===== src/rtl/mux_arb_if.sv =====
// Handshake/bus bundle between a multi-channel source and the mux_arb output stage.
// The master side drives channel data and downstream ready; the slave side is the arbiter.
interface mux_arb_if #(
    parameter int WIDTH = 16,
    parameter int N     = 4,
    parameter int SELW  = $clog2(N)
);
    logic                 mode;
    logic [SELW-1:0]      sel;
    logic [N-1:0]         in_valid;
    logic [N*WIDTH-1:0]   in_data;
    logic [N-1:0]         in_ready;
    logic                 out_valid;
    logic [WIDTH-1:0]     out_data;
    logic [SELW-1:0]      out_ch;
    logic                 out_ready;

    modport master (
        output mode, sel, in_valid, in_data, out_ready,
        input  in_ready, out_valid, out_data, out_ch
    );

    modport slave (
        input  mode, sel, in_valid, in_data, out_ready,
        output in_ready, out_valid, out_data, out_ch
    );
endinterface


===== src/rtl/mux_arb.sv =====
// N-channel multiplexer with directed-select or round-robin grant feeding a
// single registered output stage with valid/ready back-pressure.
module mux_arb #(
    parameter int WIDTH = 16,
    parameter int N     = 4,
    parameter int SELW  = $clog2(N)
) (
    input  logic     clk,
    input  logic     rst_n,
    mux_arb_if.slave bus
);
    logic             out_valid_q, out_valid_d;
    logic [WIDTH-1:0] out_data_q,  out_data_d;
    logic [SELW-1:0]  out_ch_q,    out_ch_d;
    logic [SELW-1:0]  ptr_q,       ptr_d;

    logic             can_accept_s;
    logic             grant_vld_s;
    logic [SELW-1:0]  grant_s;
    logic [SELW-1:0]  cand_s;
    logic             xfer_s;
    logic [N-1:0]     in_ready_s;

    assign can_accept_s = !out_valid_q || bus.out_ready;

    // Grant selection; the RR scan runs from farthest to nearest so the nearest valid wins.
    always_comb begin
        grant_vld_s = 1'b0;
        grant_s     = '0;
        cand_s      = '0;
        if (bus.mode == 1'b0) begin
            if (int'(bus.sel) < N) begin
                grant_vld_s = 1'b1;
                grant_s     = bus.sel;
            end else begin
                grant_vld_s = 1'b0;
            end
        end else begin
            for (int k = N; k >= 1; k--) begin
                cand_s = SELW'((int'(ptr_q) + k) % N);
                if (bus.in_valid[cand_s]) begin
                    grant_vld_s = 1'b1;
                    grant_s     = cand_s;
                end else begin
                    grant_vld_s = grant_vld_s;
                end
            end
        end
    end

    assign xfer_s = rst_n && grant_vld_s && can_accept_s && bus.in_valid[grant_s];

    // One-hot accept toward the granted channel only.
    always_comb begin
        in_ready_s = '0;
        for (int i = 0; i < N; i++) begin
            if (rst_n && can_accept_s && grant_vld_s && (grant_s == SELW'(i))) begin
                in_ready_s[i] = 1'b1;
            end else begin
                in_ready_s[i] = 1'b0;
            end
        end
    end

    // Output-stage next state: load wins over drain, and a stalled word is never overwritten.
    always_comb begin
        out_valid_d = out_valid_q;
        out_data_d  = out_data_q;
        out_ch_d    = out_ch_q;
        ptr_d       = ptr_q;
        if (xfer_s) begin
            out_valid_d = 1'b1;
            out_data_d  = bus.in_data[int'(grant_s) * WIDTH +: WIDTH];
            out_ch_d    = grant_s;
            ptr_d       = grant_s;
        end else if (bus.out_ready) begin
            out_valid_d = 1'b0;
        end else begin
            out_valid_d = out_valid_q;
        end
    end

    // State registers; ptr resets to N-1 so channel 0 has first round-robin priority.
    always_ff @(posedge clk) begin
        if (!rst_n) begin
            out_valid_q <= 1'b0;
            out_data_q  <= '0;
            out_ch_q    <= '0;
            ptr_q       <= SELW'(N - 1);
        end else begin
            out_valid_q <= out_valid_d;
            out_data_q  <= out_data_d;
            out_ch_q    <= out_ch_d;
            ptr_q       <= ptr_d;
        end
    end

    assign bus.in_ready  = in_ready_s;
    assign bus.out_valid = out_valid_q;
    assign bus.out_data  = out_data_q;
    assign bus.out_ch    = out_ch_q;
endmodule


===== src/flat_wrapper.sv =====
// flat-port wrapper written by rule: the top's interface ports become plain ports
module mux_arb_flat 
#(
    parameter int WIDTH = 16,
    parameter int N     = 4,
    parameter int SELW  = $clog2(N)
)
  (clk, rst_n, bus_mode, bus_sel, bus_in_valid, bus_in_data, bus_out_ready, bus_in_ready, bus_out_valid, bus_out_data, bus_out_ch);
  mux_arb_if #(.WIDTH(WIDTH), .N(N), .SELW(SELW)) bus_i ();
  input  logic clk;
  input  logic rst_n;
  input wire logic [$bits(bus_i.mode)-1:0] bus_mode;
  input wire logic [$bits(bus_i.sel)-1:0] bus_sel;
  input wire logic [$bits(bus_i.in_valid)-1:0] bus_in_valid;
  input wire logic [$bits(bus_i.in_data)-1:0] bus_in_data;
  input wire logic [$bits(bus_i.out_ready)-1:0] bus_out_ready;
  output wire logic [$bits(bus_i.in_ready)-1:0] bus_in_ready;
  output wire logic [$bits(bus_i.out_valid)-1:0] bus_out_valid;
  output wire logic [$bits(bus_i.out_data)-1:0] bus_out_data;
  output wire logic [$bits(bus_i.out_ch)-1:0] bus_out_ch;
  assign bus_i.mode = bus_mode;
  assign bus_i.sel = bus_sel;
  assign bus_i.in_valid = bus_in_valid;
  assign bus_i.in_data = bus_in_data;
  assign bus_i.out_ready = bus_out_ready;
  assign bus_in_ready = bus_i.in_ready;
  assign bus_out_valid = bus_i.out_valid;
  assign bus_out_data = bus_i.out_data;
  assign bus_out_ch = bus_i.out_ch;
  mux_arb #(.WIDTH(WIDTH), .N(N), .SELW(SELW)) u_core (.clk(clk), .rst_n(rst_n), .bus(bus_i));
endmodule

===== config.mk =====
export PLATFORM = sky130hd
export DESIGN_NAME = mux_arb_flat
export DESIGN_NICKNAME = d
export VERILOG_FILES = /design/src/rtl/mux_arb_if.sv /design/src/rtl/mux_arb.sv /design/src/flat_wrapper.sv
export SDC_FILE = /design/constraint.sdc
export NUM_CORES = 1
export LEC_CHECK = 0
export ABC_AREA = 1
export CAP_MARGIN = 5
export CELL_PAD_IN_SITES_DETAIL_PLACEMENT = 2
export CELL_PAD_IN_SITES_GLOBAL_PLACEMENT = 2
export CORE_ASPECT_RATIO = 1.4
export CORE_MARGIN = 8
export CORE_UTILIZATION = 19
export DETAILED_ROUTE_END_ITERATION = 8
export GPL_TIMING_DRIVEN = 0
export PLACE_DENSITY = 0.85
export SLEW_MARGIN = 10
export SYNTH_ARGS = -nofsm -noshare
export SYNTH_HDL_FRONTEND = slang
export SYNTH_SLANG_ARGS = --single-unit

===== constraint.sdc =====
create_clock -name clk -period 5.1 [get_ports clk]
set_input_delay 0.51 -clock clk [delete_from_list [all_inputs] [get_ports clk]]
set_output_delay 0.51 -clock clk [all_outputs]
set_load 0.005 [all_outputs]

---- Yosys cells after proc, flatten, opt, wreduce, memory -nomap -nowiden ----
Index checks and enable logic that the tools add are counted.
storage, ports and cells
  bits in registers ....................... 21
  input bits .............................. 74
  word-level logic and storage cells ...... 56
cells by class
  add/subtract/negate cells ............... 4
  $lt $le $gt $ge ......................... 5
  equal/unequal tests ..................... 3
  shift-type cells ........................ 1
  multiplexer cells ....................... 26
  reduce and logical (&&, ||, !) cells .... 13
operators with widths
  cell                                                  number
  variable part select 64 x 7 -> 16 bit                 1
  two-way mux 1 bit                                     16
  < comparator 2 x 3 -> 1 bit (second input constant)   5
  binary-select mux 1 bit (select 2 bit)                5
  two-way mux 2 bit                                     5
  logical AND 1 bit                                     9
  adder 2 x 1 -> 2 bit (second input constant)          2
  adder 2 bit (second input constant)                   2
  equality test 2 bit (second input constant)           2
  equality test 2 x 1 -> 1 bit (second input constant)  1
  logical NOT 2 bit                                     1
  nonzero test 2 bit                                    1
  logical NOT 1 bit                                     1
  logical OR 1 bit                                      1

---- Longest topological paths before layout ----
Gate-level depths: netlist of the first run.
  word-level depth ........................ 12
  gate-level depth with buffers ........... 19
  depth with buffers taken out ............ 17

---- Worst setup path after synthesis of the first run ----
No wires, ideal clock.
  path type ............................... input-to-output
  start ................................... input bus_in_valid[2]
  end ..................................... output bus_in_ready[0]
  arrival time ............................ 1.769 ns
  slack ................................... 2.821 ns
  stages on the path ...................... 8
  path buffers ............................ 0
  cells stage by stage .................... inv_1 o21ai_1 nor2_1 nand3_1 nor2_1 nor3_1 inv_1 nor3_1
between the ends
  longest elaborated chain between the ends .. 10
RTL lines
  item                                                                  RTL line            text
  start: declaration                                                    flat_wrapper.sv:14  input wire logic [$bits(bus_i.in_valid)-1:0] bus_in_valid;
  binary-select mux 1 bit (select 2 bit)                                mux_arb.sv:41       if (bus.in_valid[cand_s]) begin
  two-way mux 1 bit (not written as such)                               mux_arb.sv:41
  two-way mux 2 bit or two-way mux 1 bit (tied branches) (4 in series)  mux_arb.sv:41
  two-way mux 2 bit or two-way mux 1 bit (tied branches)                mux_arb.sv:31       if (bus.mode == 1'b0) begin
  logical NOT 2 bit or logical AND 1 bit (tied branches)                mux_arb.sv:57       if (rst_n && can_accept_s && grant_vld_s && (grant_s == SELW'(i))) begin
  logical AND 1 bit *                                                   mux_arb.sv:57
  two-way mux 1 bit *                                                   mux_arb.sv:57
  end: declaration                                                      flat_wrapper.sv:17  output wire logic [$bits(bus_i.in_ready)-1:0] bus_in_ready;
Mark *: on every way between the ends. The rest lies on a longest branch, timed or not. The select of a mux whose other input is x is not followed.

---- Worst setup path after layout of the first run ----
Ends and elaborated chain as after synthesis.

==> out/metrics.cfg, run 1 <==
[critical_path]
crit_path_end_kind=output port
required_ns=4.59
critPathLaunch=bus_in_valid[2]
cp_max_fo=9
reg2reg_from=u_core.ptr_q[0]
cp.arrival_ns=3.26
critPathKind=primary input to output port
reg2reg_slack_ns=2.51
worst-r2r-cell-count=17
cp-start-kind=primary input
r2r_end=u_core.bus.out_data[0]

[run_status]
outcome=complete, no violations

[routing]
antenna_left=0
drc=0
drtIter0Drc=58
vias=2448
wl_um=8860
wire_per_inst_um=17.2
viasPerCell=4.74
detail_route.first_pass.iterations=4

[placed_design]
io_buffers=95
place.gp.congestion=0.860
place_hpwl_um=7450
placed_area_um2=2820

[finish]
drive_gt1_frac=0.0733
syn2layout_area_growth_pct=67.4
nNetsFinal=484
post-route-util=0.325
design_area_um2=2900
antenna_cells=0

[global_route]
busiest_layer=met2
use_met2=0.266
grt_first_pass_wirelength_um=14400
overflow=0
grtUsageTotal=0.141
grt_pass1_vias=2839
grt_util_met3=0.0493
antenna_found_initial=0
grt_use_met1=0.144
grt_max_degree=14

[synthesis]
synthesis.area_um2=1730
yosys.cell_types.count=23
ys_warn_count=0
ys_ff_latch=21
ys.flop_type=dfxtp_1
avgSynthCellArea_um2=5.59
synth-seq-area-share=0.243
synthTopCellsByArea=dfxtp_1, nand2_1, nand3_1
synth_cells=310
synth_nets=384
async_flop_share=0
yosysMostFrequentCell=nand2_1
synth_edf_count=0
synthDominantCellAreaShare=0.243
synth_top_area_cell=dfxtp_1
synth_common_cells=nand2_1, nand3_1, nor2_1

[die]
die_h_um=129
start_util=0.194
coreArea_um2=8930
die_w_um=96.7
die-area_um2=12500
fp-row-count=41
ios=97

[min_path]
min_to=u_core.bus.out_ch[1]
min_path_type=register to register
holdPathStages=2
hp-start=u_core.bus.out_ch[1]

[sta]
worst_pin_slew_ns=0.906
max_clock_freq_ghz=0.265
tns_ns=0
finalCritPeriodShare=0.740
setup-violations-final=0
hold_slack_ns=0.472
slew_headroom=0.391
period_needed_ns=3.77
hold_viol_final=0
drv_slew=0
skew_ns=0.00266
rsz0062_at_grt=false

[pwr]
irDropWorstVdd_mv=0.135
power.density_nw_per_um2=330
p_leak_nw=1.32

[cts]
root_buffer=clkbuf_16
cts_made_buffers=3
post_cts_resized=0
cts_tree=built
htree_levels=1
clock_path_buffers=2
cts_setup_buffers=0
holdBufCountCts=0
clock_latency_ns=0.25
cts.sinks=21
cts.clk_slew.worst_paths_ns=0.06

[flow_run]
max-cap-violations=0

layer usage:
| layer | part of all wire | vias to the layer above |
|---|---|---|
| li1 | - | 1213 |
| met1 | 0.39 | 1149 |
| met2 | 0.52 | 76 |
| met3 | 0.073 | 10 |
| met4 | 0.021 | 0 |
| met5 | 0 | - |
worst max-delay path, cell delays in order:
cell	delay (ns)
clkdlybuf4s50_1	0.52
inv_1	0.07
o21ai_1	0.21
nor2_1	0.11
nand3_1	0.09
nor2_1	0.07
nor3_1	0.70
inv_1	0.20
nor3_1	0.24
clkdlybuf4s50_1	0.54
metrics by stage:
step	total power, W	worst slack, ns	cells
floorplan	0.000548	2.82	310
global placement	0.000779	1.35	512
detailed placement	0.000801	1.28	512
CTS	0.000977	1.29	516
global route	0.00104	1.07	516
finish	0.000957	1.33	516
cells by family after synthesis:
kind of cell           share of synthesized area
AOI/OAI and AO/OA                         0.0693
buffers and inverters                      0.104
DFF                                        0.243
and+or+nand+nor                            0.584
worst max path at each step:
stage / to / slack (ns) / depth (start not counted)
floorplan: bus_in_ready[0] / 2.82 / 8
global placement: bus_in_ready[0] / 1.35 / 10
detailed placement: bus_in_ready[0] / 1.28 / 10
CTS: bus_in_ready[0] / 1.29 / 10
global route: bus_in_ready[1] / 1.07 / 10
finish: bus_in_ready[0] / 1.33 / 10
layout make-up:
type	count	area, µm²
buffer	22	124
clock buffer	3	75.1
clock inverter	1	7.51
fill	1142	6030
inverter	15	56.3
multi-input combinational	252	1130
sequential	21	420
tap	107	134
timing repair buffer	95	951
sequential cells by signal (all words and copies together) (netlist names):
signal / flops
u_core.bus.out_data: 16
u_core.bus.out_ch: 2
u_core.ptr_q: 2
u_core.bus.out_valid: 1
cells in the final DEF, fill, tap and decap left out, drive strengths merged:
cell type	Yosys	final
clkdlybuf4s50	0	95
nor3	5	5
clkbuf	4	7
clkinv	1	1
clkinvlp	0	1
inv	14	14
buf	18	18
or2	1	1
nand3	60	60
nor2	37	37
nand4	16	16
dfxtp	21	21
a21oi	21	21
nand2	109	109
o21ai	3	3
power breakdown:
part	internal (W)	total, W	switching, W
clock	0.000106	0.000167	0.0000610
combinational	0.000240	0.000575	0.000335
sequential	0.000196	0.000215	0.0000193
Power figures use the tool's default switching activity.
==> inputs of run 2 (changes only) <==
Settings changed: CORE_UTILIZATION 19 to 18, PLACE_DENSITY 0.85 to 0.82.
Clock period 5.1 ns to 3.65 ns, I/O delays scaled along.
==> run 2 against run 1 <==
Net effect: sequential power rose by 40%; total power rose by 40%; die area rose by 4.7%; critical endpoint is now bus_in_ready[2]; critical path type unchanged; largest cell class unchanged; clock skew rose by 0.0033 ns; register-to-register slack got worse by 1.4 ns; highest routed layer unchanged; sequential share of layout area barely moved; clock power rose by 43%; flip-flop and latch count did not move; critical path depth rose by 3; worst hold slack got worse by 0.064 ns; worst setup slack got worse by 1.0 ns; final cell count rose by 0.39%.
==> out/metrics.cfg, run 2 (synthesis gave the netlist of run 1 again) <==
[critical_path]
cp_max_fo=10  ; was 9
required_ns=3.28  ; was 4.59 ns
worst-r2r-cell-count=18  ; was 17
critPathKind=primary input to output port  ; unchanged
cp.arrival_ns=2.96  ; was 3.26 ns
reg2reg_from=u_core.ptr_q[1]  ; was u_core.ptr_q[0]
crit_chain=clkdlybuf4s50_1 -> inv_1 -> o21ai_1 -> nand2_1 -> nand2_1 -> nand3_1 -> nand2_1 -> nand2_1 -> nand2_1 -> clkinvlp_4 -> clkbuf_2 -> nor3_1 -> clkdlybuf4s50_1  ; was clkdlybuf4s50_1 -> inv_1 -> o21ai_1 -> nor2_1 -> nand3_1 -> nor2_1 -> nor3_1 -> inv_1 -> nor3_1 -> clkdlybuf4s50_1
cpPeakStageDelay_ns=0.54  ; was 0.70 ns
crit_path_end_kind=output port  ; unchanged
reg2reg_slack_ns=1.12  ; was 2.51 ns
cp_slowest_cell=clkdlybuf4s50_1  ; was nor3_1
r2r_end=u_core.bus.out_data[15]  ; was u_core.bus.out_data[0]
cp-start-kind=primary input  ; unchanged
worst_path_most_repeated_cell=nand2_1

[pwr]
irDropWorstVdd_mv=0.174  ; was 0.135 mV
p_total_w=0.00134  ; was 0.000957 W
p_leak_nw=1.32  ; about the same
power.density_nw_per_um2=461  ; was 330 nW/µm²

[sta]
hold_viol_final=0  ; unchanged
max_clock_freq_ghz=0.301
setup-violations-final=0  ; unchanged
period_needed_ns=3.32
finalCritPeriodShare=0.911
tns_ns=0  ; unchanged
slew_headroom=0.624  ; was 0.391
worst_pin_slew_ns=0.560  ; was 0.906 ns
skew_ns=0.00594  ; was 0.00266 ns
drv_slew=0  ; unchanged

[finish]
post-route-util=0.309  ; was 0.325
final_cell_mix=nand2_1, clkdlybuf4s50_1, nand3_1  ; unchanged
regArea_um2=420  ; unchanged
final.fill_count=1167  ; was 1142
design_area_um2=2910  ; was 2900 µm²
nNetsFinal=483  ; was 484
antenna_cells=0  ; unchanged
multi_input_area_um2=1140  ; was 1130 µm²
drive_gt1_frac=0.0784  ; was 0.0733
final_common_cell=nand2_1  ; unchanged
largest_reg_flops=16  ; unchanged
syn2layout_area_growth_pct=67.9  ; was 67.4%

[cts]
holdBufCountCts=0  ; unchanged
cts.sinks=21  ; unchanged
htree_levels=1  ; unchanged
clock_path_buffers=2  ; unchanged
cts_setup_buffers=0  ; unchanged
clock_latency_ns=0.26  ; was 0.25 ns
root_buffer=clkbuf_16  ; unchanged
cts_tree=built  ; unchanged
cts.clk_slew.worst_paths_ns=0.06  ; about the same
cts_made_buffers=3  ; unchanged

[flow_run]
max-cap-violations=0  ; unchanged

[routing]
wire_per_inst_um=17.1  ; was 17.2 µm
vias=2442  ; was 2448
wl_um=8860  ; about the same
drc=0  ; unchanged
viasPerCell=4.71  ; was 4.74
drtIter0Drc=61  ; was 58
detail_route.first_pass.iterations=4  ; unchanged
antenna_left=0  ; unchanged

[global_route]
grt_first_pass_wirelength_um=14400  ; about the same
grt_pass1_vias=2800  ; was 2839
overflow=0  ; unchanged
grtUsageTotal=0.136  ; was 0.141
antenna_found_initial=0  ; unchanged
grt_max_degree=14  ; unchanged

[min_path]
hp-start=rst_n  ; was u_core.bus.out_ch[1]
min_to=u_core.bus.out_data[5]  ; was u_core.bus.out_ch[1]
holdPathStages=3  ; was 2
min_path_type=primary input to register  ; was register to register

[placed_design]
placed_area_um2=2820  ; about the same
io_buffers=95  ; unchanged
place.gp.congestion=0.899  ; was 0.860
place_hpwl_um=7530  ; was 7450 µm

[die]
ios=97  ; unchanged
fp-row-count=42  ; was 41
start_util=0.184  ; was 0.194
die_h_um=132  ; was 129 µm
coreArea_um2=9410  ; was 8930 µm²
die-area_um2=13100  ; was 12500 µm²
die_w_um=98.9  ; was 96.7 µm

[run_status]
outcome=complete, no violations  ; unchanged

run 2: critical path: cells and delay by family:
kind            cells  cell delay [ns]
buf+inv             5             1.64
simple gates        7             0.74
compound gates      1             0.22
run 2: layout make-up:
cell class | instances | share of cell area
multi-input combinational | 252 | 0.391
timing repair buffer | 95 | 0.327
sequential | 21 | 0.145
clock inverter | 1 | 0.00258
inverter | 15 | 0.0206
tap | 110 | 0.0473
clock buffer | 3 | 0.0258
buffer | 21 | 0.0413
run 2: through the flow:
step	hold WS [ns]	std cells	setup WS [ns]
floorplan	0.458	310	1.55
CTS	0.413	519	0.0633
global route	0.430	518	-0.0150
global placement	0.454	515	0.135
detailed placement	0.461	515	0.0816
finish	0.407	518	0.326
run 2: repair_timing:
item                                   4_1_cts  5_1_grt
resized for setup                            0        4
setup endpoints to repair                    0        4
endpoints found under the hold margin        0        0
run 2: layer usage:
layer / track usage / vias up / share of wire
met5: 0 / - / 0
met4: 0.00514 / 0 / 0.00068
met3: 0.0359 / 2 / 0.054
met2: 0.260 / 72 / 0.53
met1: 0.151 / 1152 / 0.41
li1: - / 1216 / -
run 2: power breakdown:
| part | switching [W] | total [W] | internal [W] |
|---|---|---|---|
| combinational | 0.000465 | 0.000801 | 0.000336 |
| sequential | 0.0000268 | 0.000300 | 0.000274 |
| clock | 0.0000908 | 0.000239 | 0.000148 |
run 2: worst max-delay path by stage:
stage / startpoint / end / depth (start not counted)
2_1_floorplan: u_core.ptr_q[0] / bus_in_ready[0] / 9
3_3_place_gp: bus_in_valid[2] / bus_in_ready[0] / 10
3_5_place_dp: bus_in_valid[2] / bus_in_ready[2] / 10
4_1_cts: bus_in_valid[2] / bus_in_ready[2] / 10
5_1_grt: bus_in_valid[2] / bus_in_ready[2] / 13
6_report: bus_in_valid[2] / bus_in_ready[2] / 13
